$ cat config.mk
export PLATFORM = sky130hd
export DESIGN_NAME = commit_trace_buffer_flat
export DESIGN_NICKNAME = d
export VERILOG_FILES = /design/src/rtl/commit_trace_buffer_pkg.sv /design/src/rtl/commit_trace_buffer_if.sv /design/src/rtl/commit_trace_buffer_compact.sv /design/src/rtl/commit_trace_buffer.sv /design/src/flat_wrapper.sv
export SDC_FILE = /design/constraint.sdc
export NUM_CORES = 2
export LEC_CHECK = 0
export ABC_CLOCK_PERIOD_IN_PS = 19600
export CAP_MARGIN = 40
export CELL_PAD_IN_SITES_DETAIL_PLACEMENT = 0
export CELL_PAD_IN_SITES_GLOBAL_PLACEMENT = 2
export CORE_UTILIZATION = 45
export DETAILED_ROUTE_END_ITERATION = 10
export MAX_ROUTING_LAYER = met4
export PLACE_DENSITY = 0.86
export SKIP_CTS_REPAIR_TIMING = 1
export SLEW_MARGIN = 5
export SYNTH_ARGS = -nofsm -noshare
export SYNTH_HDL_FRONTEND = slang
export SYNTH_SLANG_ARGS = --single-unit
$ cat constraint.sdc
create_clock -name clk_i -period 19.6 [get_ports clk_i]
set_clock_uncertainty 0.2 [all_clocks]
set_input_delay 2.94 -clock clk_i [delete_from_list [all_inputs] [get_ports clk_i]]
set_output_delay 2.94 -clock clk_i [all_outputs]
set_load 0.005 [all_outputs]
$ cat src/rtl/commit_trace_buffer_pkg.sv
// Shared types for the commit trace buffer: privilege encoding, the stored
// trace entry layout and a few fixed widths.
package commit_trace_buffer_pkg;

   localparam int unsigned VLEN    = 64;
   localparam int unsigned TsWidth = 32;

   localparam logic [3:0] PRIV_MASK_ALL = 4'hF;

   typedef enum logic [1:0] {
      PRIV_U = 2'b00,
      PRIV_S = 2'b01,
      PRIV_M = 2'b11
   } priv_lvl_t;

   typedef struct packed {
      logic [VLEN-1:0]    pc;
      logic [31:0]        instr;
      logic               ex;
      logic               we;
      logic [4:0]         rd;
      logic [63:0]        wdata;
      priv_lvl_t          priv;
      logic               dbg;
      logic [TsWidth-1:0] ts;
      logic               lost;
   } trace_entry_t;

endpackage

$ cat src/rtl/commit_trace_buffer_if.sv
// Commit-port bundle from the core plus the valid/ready drain towards the sink.
interface commit_trace_buffer_if
   import commit_trace_buffer_pkg::*;
#(
   parameter int unsigned NrCommitPorts = 2
);
   logic [NrCommitPorts-1:0]            commit_valid;
   logic [NrCommitPorts-1:0][VLEN-1:0]  commit_pc;
   logic [NrCommitPorts-1:0][31:0]      commit_instr;
   logic [NrCommitPorts-1:0]            commit_ex;
   logic [NrCommitPorts-1:0]            commit_we;
   logic [NrCommitPorts-1:0][4:0]       commit_rd;
   logic [NrCommitPorts-1:0][63:0]      commit_wdata;

   logic                                trace_valid;
   logic                                trace_ready;
   trace_entry_t                        trace_entry;

   modport master (
      output commit_valid, commit_pc, commit_instr, commit_ex,
             commit_we, commit_rd, commit_wdata, trace_ready,
      input  trace_valid, trace_entry
   );

   modport slave (
      input  commit_valid, commit_pc, commit_instr, commit_ex,
             commit_we, commit_rd, commit_wdata, trace_ready,
      output trace_valid, trace_entry
   );
endinterface

$ cat src/rtl/commit_trace_buffer_compact.sv
// Prefix count over the accepted ports: each accepted port gets its slot
// offset (ascending port order) and the total accepted count.
module commit_trace_buffer_compact #(
   parameter  int unsigned NrCommitPorts = 2,
   localparam int unsigned CntW          = $clog2(NrCommitPorts + 1)
) (
   input  logic [NrCommitPorts-1:0]           accept_i,
   output logic [NrCommitPorts-1:0][CntW-1:0] offset_o,
   output logic [CntW-1:0]                    count_o
);

   logic [CntW-1:0] run;

   always_comb begin
      run      = '0;
      offset_o = '0;
      for (int i = 0; i < NrCommitPorts; i++) begin
         offset_o[i] = run;
         run         = run + CntW'(accept_i[i]);
      end
      count_o = run;
   end

endmodule

$ cat src/rtl/commit_trace_buffer.sv
// Filters retired instructions, timestamps them and stores them in a
// multi-write, single-read ring FIFO drained over valid/ready.
module commit_trace_buffer
   import commit_trace_buffer_pkg::*;
#(
   parameter  int unsigned NrCommitPorts = 2,
   parameter  int unsigned Depth         = 16,
   parameter  int unsigned DropCntW      = 16,
   localparam int unsigned PtrW          = $clog2(Depth),
   localparam int unsigned FillW         = PtrW + 1,
   localparam int unsigned CntW          = $clog2(NrCommitPorts + 1)
) (
   input  logic                       clk_i,
   input  logic                       rst_i,
   input  logic                       en_i,
   input  logic [3:0]                 priv_mask_i,
   input  logic                       trace_dbg_i,
   input  priv_lvl_t                  priv_lvl_i,
   input  logic                       debug_mode_i,
   input  logic                       clr_i,
   commit_trace_buffer_if.slave       bus_io,
   output logic [FillW-1:0]           fill_o,
   output logic [DropCntW-1:0]        drop_cnt_o,
   output logic                       overflow_o
);

   if ((Depth & (Depth - 1)) != 0) begin : g_depth_pow2
      $error("Depth must be a power of two");
   end
   if (Depth < NrCommitPorts) begin : g_depth_ports
      $error("Depth must be at least NrCommitPorts");
   end

   function automatic logic [DropCntW-1:0] sat_add(input logic [DropCntW-1:0] a,
                                                   input logic [CntW-1:0]     b);
      logic [DropCntW:0] sum;
      sum = {1'b0, a} + (DropCntW + 1)'(b);
      return sum[DropCntW] ? '1 : sum[DropCntW-1:0];
   endfunction

   trace_entry_t mem_q [Depth];

   logic [PtrW-1:0]     wr_ptr_q, wr_ptr_d, rd_ptr_q, rd_ptr_d;
   logic [FillW-1:0]    fill_q, fill_d;
   logic [DropCntW-1:0] drop_q, drop_d;
   logic                ovf_q, ovf_d, lost_q, lost_d;
   logic [TsWidth-1:0]  ts_q, ts_d;

   logic [NrCommitPorts-1:0]           accept;
   logic [NrCommitPorts-1:0][CntW-1:0] offset;
   logic [CntW-1:0]                    acc_cnt;
   logic                               fits, do_write, do_drop, pop;

   logic [NrCommitPorts-1:0]           wr_en;
   logic [NrCommitPorts-1:0][PtrW-1:0] wr_idx;
   trace_entry_t                       wr_entry [NrCommitPorts];

   always_comb begin
      for (int i = 0; i < NrCommitPorts; i++) begin
         accept[i] = bus_io.commit_valid[i] & en_i & priv_mask_i[priv_lvl_i]
                     & (~debug_mode_i | trace_dbg_i);
      end
   end

   commit_trace_buffer_compact #(
      .NrCommitPorts (NrCommitPorts)
   ) u_compact (
      .accept_i (accept),
      .offset_o (offset),
      .count_o  (acc_cnt)
   );

   // Space is judged on the registered fill; a pop in the same cycle frees nothing.
   always_comb begin
      fits     = 32'(acc_cnt) <= 32'(FillW'(Depth) - fill_q);
      do_write = fits && (acc_cnt != '0);
      do_drop  = !fits;
      pop      = bus_io.trace_valid & bus_io.trace_ready;

      wr_ptr_d = do_write ? wr_ptr_q + PtrW'(acc_cnt) : wr_ptr_q;
      rd_ptr_d = rd_ptr_q + PtrW'(pop);
      fill_d   = fill_q + (do_write ? FillW'(acc_cnt) : FillW'(0)) - FillW'(pop);
      ts_d     = ts_q + 1'b1;

      drop_d = drop_q;
      ovf_d  = ovf_q;
      lost_d = lost_q;
      if (do_drop) begin
         drop_d = sat_add(clr_i ? '0 : drop_q, acc_cnt);
         ovf_d  = 1'b1;
         lost_d = 1'b1;
      end else begin
         if (clr_i) begin
            drop_d = '0;
            ovf_d  = 1'b0;
            lost_d = 1'b0;
         end
         if (do_write) lost_d = 1'b0;
      end
   end

   always_comb begin
      for (int i = 0; i < NrCommitPorts; i++) begin
         wr_en[i]          = accept[i] & fits;
         wr_idx[i]         = wr_ptr_q + PtrW'(offset[i]);
         wr_entry[i].pc    = bus_io.commit_pc[i];
         wr_entry[i].instr = bus_io.commit_instr[i];
         wr_entry[i].ex    = bus_io.commit_ex[i];
         wr_entry[i].we    = bus_io.commit_we[i];
         wr_entry[i].rd    = bus_io.commit_rd[i];
         wr_entry[i].wdata = bus_io.commit_wdata[i];
         wr_entry[i].priv  = priv_lvl_i;
         wr_entry[i].dbg   = debug_mode_i;
         wr_entry[i].ts    = ts_q;
         wr_entry[i].lost  = lost_q && (offset[i] == '0);
      end
   end

   always_ff @(posedge clk_i or posedge rst_i) begin
      if (rst_i) begin
         wr_ptr_q <= '0;
         rd_ptr_q <= '0;
         fill_q   <= '0;
         drop_q   <= '0;
         ovf_q    <= 1'b0;
         lost_q   <= 1'b0;
         ts_q     <= '0;
      end else begin
         wr_ptr_q <= wr_ptr_d;
         rd_ptr_q <= rd_ptr_d;
         fill_q   <= fill_d;
         drop_q   <= drop_d;
         ovf_q    <= ovf_d;
         lost_q   <= lost_d;
         ts_q     <= ts_d;
      end
   end

   always_ff @(posedge clk_i) begin
      for (int i = 0; i < NrCommitPorts; i++) begin
         if (wr_en[i]) mem_q[wr_idx[i]] <= wr_entry[i];
      end
   end

   assign bus_io.trace_valid = (fill_q != '0);
   assign bus_io.trace_entry = mem_q[rd_ptr_q];
   assign fill_o             = fill_q;
   assign drop_cnt_o         = drop_q;
   assign overflow_o         = ovf_q;

`ifndef SYNTHESIS
   assert property (@(posedge clk_i) disable iff (rst_i)
      (bus_io.trace_valid && !bus_io.trace_ready) |=> $stable(bus_io.trace_entry))
      else $error("trace_entry changed while stalled");
`endif

endmodule

$ cat src/flat_wrapper.sv
// flat-port wrapper written by rule: the top's interface ports become plain ports
module commit_trace_buffer_flat import commit_trace_buffer_pkg::*;
#(
   parameter  int unsigned NrCommitPorts = 2,
   parameter  int unsigned Depth         = 16,
   parameter  int unsigned DropCntW      = 16,
   localparam int unsigned PtrW          = $clog2(Depth),
   localparam int unsigned FillW         = PtrW + 1,
   localparam int unsigned CntW          = $clog2(NrCommitPorts + 1)
)
  (clk_i, rst_i, en_i, priv_mask_i, trace_dbg_i, priv_lvl_i, debug_mode_i, clr_i, fill_o, drop_cnt_o, overflow_o, bus_io_commit_valid, bus_io_commit_pc, bus_io_commit_instr, bus_io_commit_ex, bus_io_commit_we, bus_io_commit_rd, bus_io_commit_wdata, bus_io_trace_ready, bus_io_trace_valid, bus_io_trace_entry);
  commit_trace_buffer_if #(.NrCommitPorts(NrCommitPorts)) bus_io_i ();
  input  logic clk_i;
  input  logic rst_i;
  input  logic en_i;
  input  logic [3:0] priv_mask_i;
  input  logic trace_dbg_i;
  input  priv_lvl_t priv_lvl_i;
  input  logic debug_mode_i;
  input  logic clr_i;
  output logic [FillW-1:0] fill_o;
  output logic [DropCntW-1:0] drop_cnt_o;
  output logic overflow_o;
  input wire logic [$bits(bus_io_i.commit_valid)-1:0] bus_io_commit_valid;
  input wire logic [$bits(bus_io_i.commit_pc)-1:0] bus_io_commit_pc;
  input wire logic [$bits(bus_io_i.commit_instr)-1:0] bus_io_commit_instr;
  input wire logic [$bits(bus_io_i.commit_ex)-1:0] bus_io_commit_ex;
  input wire logic [$bits(bus_io_i.commit_we)-1:0] bus_io_commit_we;
  input wire logic [$bits(bus_io_i.commit_rd)-1:0] bus_io_commit_rd;
  input wire logic [$bits(bus_io_i.commit_wdata)-1:0] bus_io_commit_wdata;
  input wire logic [$bits(bus_io_i.trace_ready)-1:0] bus_io_trace_ready;
  output wire logic [$bits(bus_io_i.trace_valid)-1:0] bus_io_trace_valid;
  output wire logic [$bits(bus_io_i.trace_entry)-1:0] bus_io_trace_entry;
  assign bus_io_i.commit_valid = bus_io_commit_valid;
  assign bus_io_i.commit_pc = bus_io_commit_pc;
  assign bus_io_i.commit_instr = bus_io_commit_instr;
  assign bus_io_i.commit_ex = bus_io_commit_ex;
  assign bus_io_i.commit_we = bus_io_commit_we;
  assign bus_io_i.commit_rd = bus_io_commit_rd;
  assign bus_io_i.commit_wdata = bus_io_commit_wdata;
  assign bus_io_i.trace_ready = bus_io_trace_ready;
  assign bus_io_trace_valid = bus_io_i.trace_valid;
  assign bus_io_trace_entry = bus_io_i.trace_entry;
  commit_trace_buffer #(.NrCommitPorts(NrCommitPorts), .Depth(Depth), .DropCntW(DropCntW)) u_core (.clk_i(clk_i), .rst_i(rst_i), .en_i(en_i), .priv_mask_i(priv_mask_i), .trace_dbg_i(trace_dbg_i), .priv_lvl_i(priv_lvl_i), .debug_mode_i(debug_mode_i), .clr_i(clr_i), .bus_io(bus_io_i), .fill_o(fill_o), .drop_cnt_o(drop_cnt_o), .overflow_o(overflow_o));
endmodule
==> metrics.txt <==
Post-synth top cells=edfxtp_1, mux2_2, mux4_2; first-pass GRT wire length=651 mm; P_leak=58.6 nW; Iter 0 DRT Violations=8579; Unique masters post-synth=between 50 and 60; gr ovfl total=0; design area=182000 um^2; worst skew pair latency=about 0.96 ns; Core Area=around 350000 um^2; VDD IR max=around 0.11 mV; fill cell count=27700; WL met1=~180 mm; flop2flop setup slack=~13 ns; Worst setup EP type=register; Pwr per Cell Area=~120 nW/um^2; number of buffers created by CTS=around 360; predominant post-synthesis flop cell=edfxtp_1; die height=between 500 and 600 um; # nets final=slightly below 9000; Logic pwr share=0.305; Sum Neg Setup Slack=0 ns; vias in the first global route=about 88000; quantity of I/O buffers inserted on ports=roughly 570; CP startpoint kind=primary input; FMAX=a little under 0.1 GHz; ratio of final minimum period to clock period=0.515; CP Data Arrival Time=approximately 11 ns; Worst EP required=20.06 ns; NetSw=~0.006 W; share of cells above drive strength 1=0.467; Final Hold Fails=0; reg2reg path depth=13; Switching Fraction=0.289; I/O pin cnt=approximately 580; Post-DP HPWL=about 250 mm; vias post-DR=between 80000 and 90000; multi-input logic area=around 56000 um^2; CTS tree=yes; Yosys warnings=0; post-synth top area cell=edfxtp_1; critical path class=primary input to register; Final setup viols=0; Synth Register Bits=3311; Syn Area/Cell=around 19 um^2; H-tree depth=5; Hold WC Path Type=register to register; initial antenna violation count=105; Worst Tran Pin Value=~1.1 ns; Post-synth ARST share=0.0190; largest net degree at the start of global routing=~130; sequential fraction of design power=0.385; clock buffer depth=4; chip width=597 um; Hold WS=roughly 0.32 ns; DR WL met2=approximately 230 mm; Vias/cell=a little over 6; metal3 WL=between 30 and 40 mm; count leader, synth=edfxtp_1; fin crit period=10.09 ns; DR WL/cell=roughly 34 um; Clock Sinks=3311; post-synthesis cell area=around 160000 um^2; worst hold stages=1; first-pass iteration count of the detailed router=7; RR Endpoint=u_core.mem_q[1][165]; syn_nets=between 8000 and 9000; Routed WL=about 460 mm; Hold Crit Start=u_core.overflow_o; Pint=approximately 0.015 W; sequential area share after synthesis=0.621; Post-synth EDFFs=3248; RSZ-0062 raised after global routing=no; CTS clock-pin slew for the worst setup and hold paths=roughly 0.060 ns; worst-path fanout max=37; R2R Path Start=u_core.fill_o[0]; # DRC=0; max layer used=met4; top cell type's share of synthesized area=0.611; Core Rows=218; final core utilization=0.515; outcome=finished clean; Initial Utilization=0.452; register area=just under 100000 um^2; Final ANT Viol Nets=0; hold worst-path end=u_core.overflow_o; CTS root buf=clkbuf_16; Slew HR=0.234; top post-synthesis cells by area=edfxtp_1, mux2_2, mux4_2, mux2_1, mux2_4; Clk network pwr share=0.311; max-slew violation count=0; Area after DPL=between 150000 and 200000 um^2; GPL Wtd Cong=between 0.7 and 0.8; die area=~360000 um^2; Max-Cap Viols=0; Layout area overhead=13.9%; GRT Total Usage=0.261; synthesized netlist cell count=slightly above 8000
kinds of logic (layout without fill, tap and decap cells):
group / Yosys count / in the layout / share of synthesized area
AO/OA/AOI/OAI: 59 / 59 / 0.00256
XOR/XNOR: 58 / 58 / 0.00335
adder cells (fa/ha/maj): 23 / 23 / 0.00195
buffers and inverters: 902 / 1473 / 0.0280
flip-flops: 3311 / 3311 / 0.621
multiplexers: 3691 / 3691 / 0.337
other: 0 / 68 / 0
AND/OR/NAND/NOR: 161 / 161 / 0.00581
worst max path at each step:
stage	start	endpoint	slack (ns)	cells after the start
2_1_floorplan	priv_lvl_i[0]	u_core.mem_q[10][0]	-1.30	11
3_3_place_gp	priv_lvl_i[0]	u_core.mem_q[0][164]	8.63	16
3_5_place_dp	priv_lvl_i[0]	u_core.mem_q[9][158]	8.56	16
4_1_cts	priv_lvl_i[0]	u_core.mem_q[9][158]	9.57	16
5_1_grt	priv_lvl_i[0]	u_core.mem_q[9][158]	9.28	16
6_report	priv_lvl_i[0]	u_core.mem_q[1][165]	9.51	16
power by group through the flow:
stage / registers [W] / logic (W) / clock network, W
floorplan: 0.00836 / 0.00387 / 0
global placement: 0.00834 / 0.00641 / 0
detailed placement: 0.00833 / 0.00656 / 0
CTS: 0.00818 / 0.00659 / 0.00671
global route: 0.00820 / 0.00679 / 0.00696
finish: 0.00818 / 0.00649 / 0.00661
sequential cells by signal, summed over array words and instances, names as in the netlist:
name,cells
u_core.overflow_o,1
u_core.rd_ptr_q,4
u_core.lost_q,1
u_core.mem_q,3248
u_core.drop_cnt_o,16
u_core.wr_ptr_q,4
u_core.fill_o,5
u_core.ts_q,32
stage by stage:
| step | power, W | instances | worst slack, ns |
|---|---|---|---|
| global route | 0.0220 | 13600 | 9.28 |
| floorplan | 0.0122 | 8205 | -1.30 |
| finish | 0.0213 | 13600 | 9.51 |
| detailed placement | 0.0149 | 12900 | 8.56 |
| CTS | 0.0215 | 13500 | 9.57 |
| global placement | 0.0148 | 12800 | 8.63 |
cell usage in the layout, fill, tap and decap left out, types with 8 or more instances in the layout:
cell / Yosys / final
and3_1: 18 / 10
mux2_2: 2127 / 2127
mux2_4: 200 / 200
inv_6: 0 / 10
clkbuf_1: 485 / 88
nand3_1: 32 / 26
clkinv_2: 0 / 49
buf_16: 0 / 47
buf_4: 36 / 148
mux2_1: 346 / 346
o31a_1: 8 / 8
clkdlybuf4s50_1: 0 / 574
dfrtp_1: 63 / 59
clkinvlp_4: 0 / 8
bufinv_16: 0 / 23
ha_1: 20 / 20
o21ai_0: 18 / 12
nand4_1: 16 / 16
xor2_1: 32 / 32
nand3_4: 2 / 8
mux4_2: 1016 / 1016
clkinv_8: 0 / 8
and3_4: 0 / 8
nor2_1: 22 / 22
and2_1: 8 / 8
xnor2_1: 24 / 24
inv_1: 28 / 27
clkinv_1: 0 / 75
edfxtp_1: 3248 / 3248
nand2_1: 26 / 25
buf_12: 0 / 33
o21bai_4: 0 / 8
clkbuf_16: 0 / 368
diode_2: 0 / 68
routing by layer:
metal,global-route usage,vias to the layer above
met5,-,-
met1,0.324,45800
met2,0.435,3402
met3,0.0402,823
met4,0.0945,0
li1,-,34400
worst max-delay path, stage by stage:
cell,delay (ns)
clkdlybuf4s50_1,0.82
mux4_2,0.76
and3_1,0.25
nand2_2,0.20
inv_1,0.09
ha_1,0.28
ha_1,0.36
inv_1,0.06
o211ai_1,0.30
a221oi_2,0.19
nor3b_4,0.58
and3_4,0.84
buf_4,0.76
buf_4,0.76
buf_4,0.72
mux2_2,0.42
final cells by class:
cell class,instances,area share
clock inverters,180,0.00925
diodes,68,0.000937
multi-input cells,3992,0.310
well taps,4730,0.0326
inverters,28,0.000585
repair buffers,803,0.0486
flip-flops and latches,3311,0.546
clock buffers,462,0.0530
(Power assumes the default switching activity.)
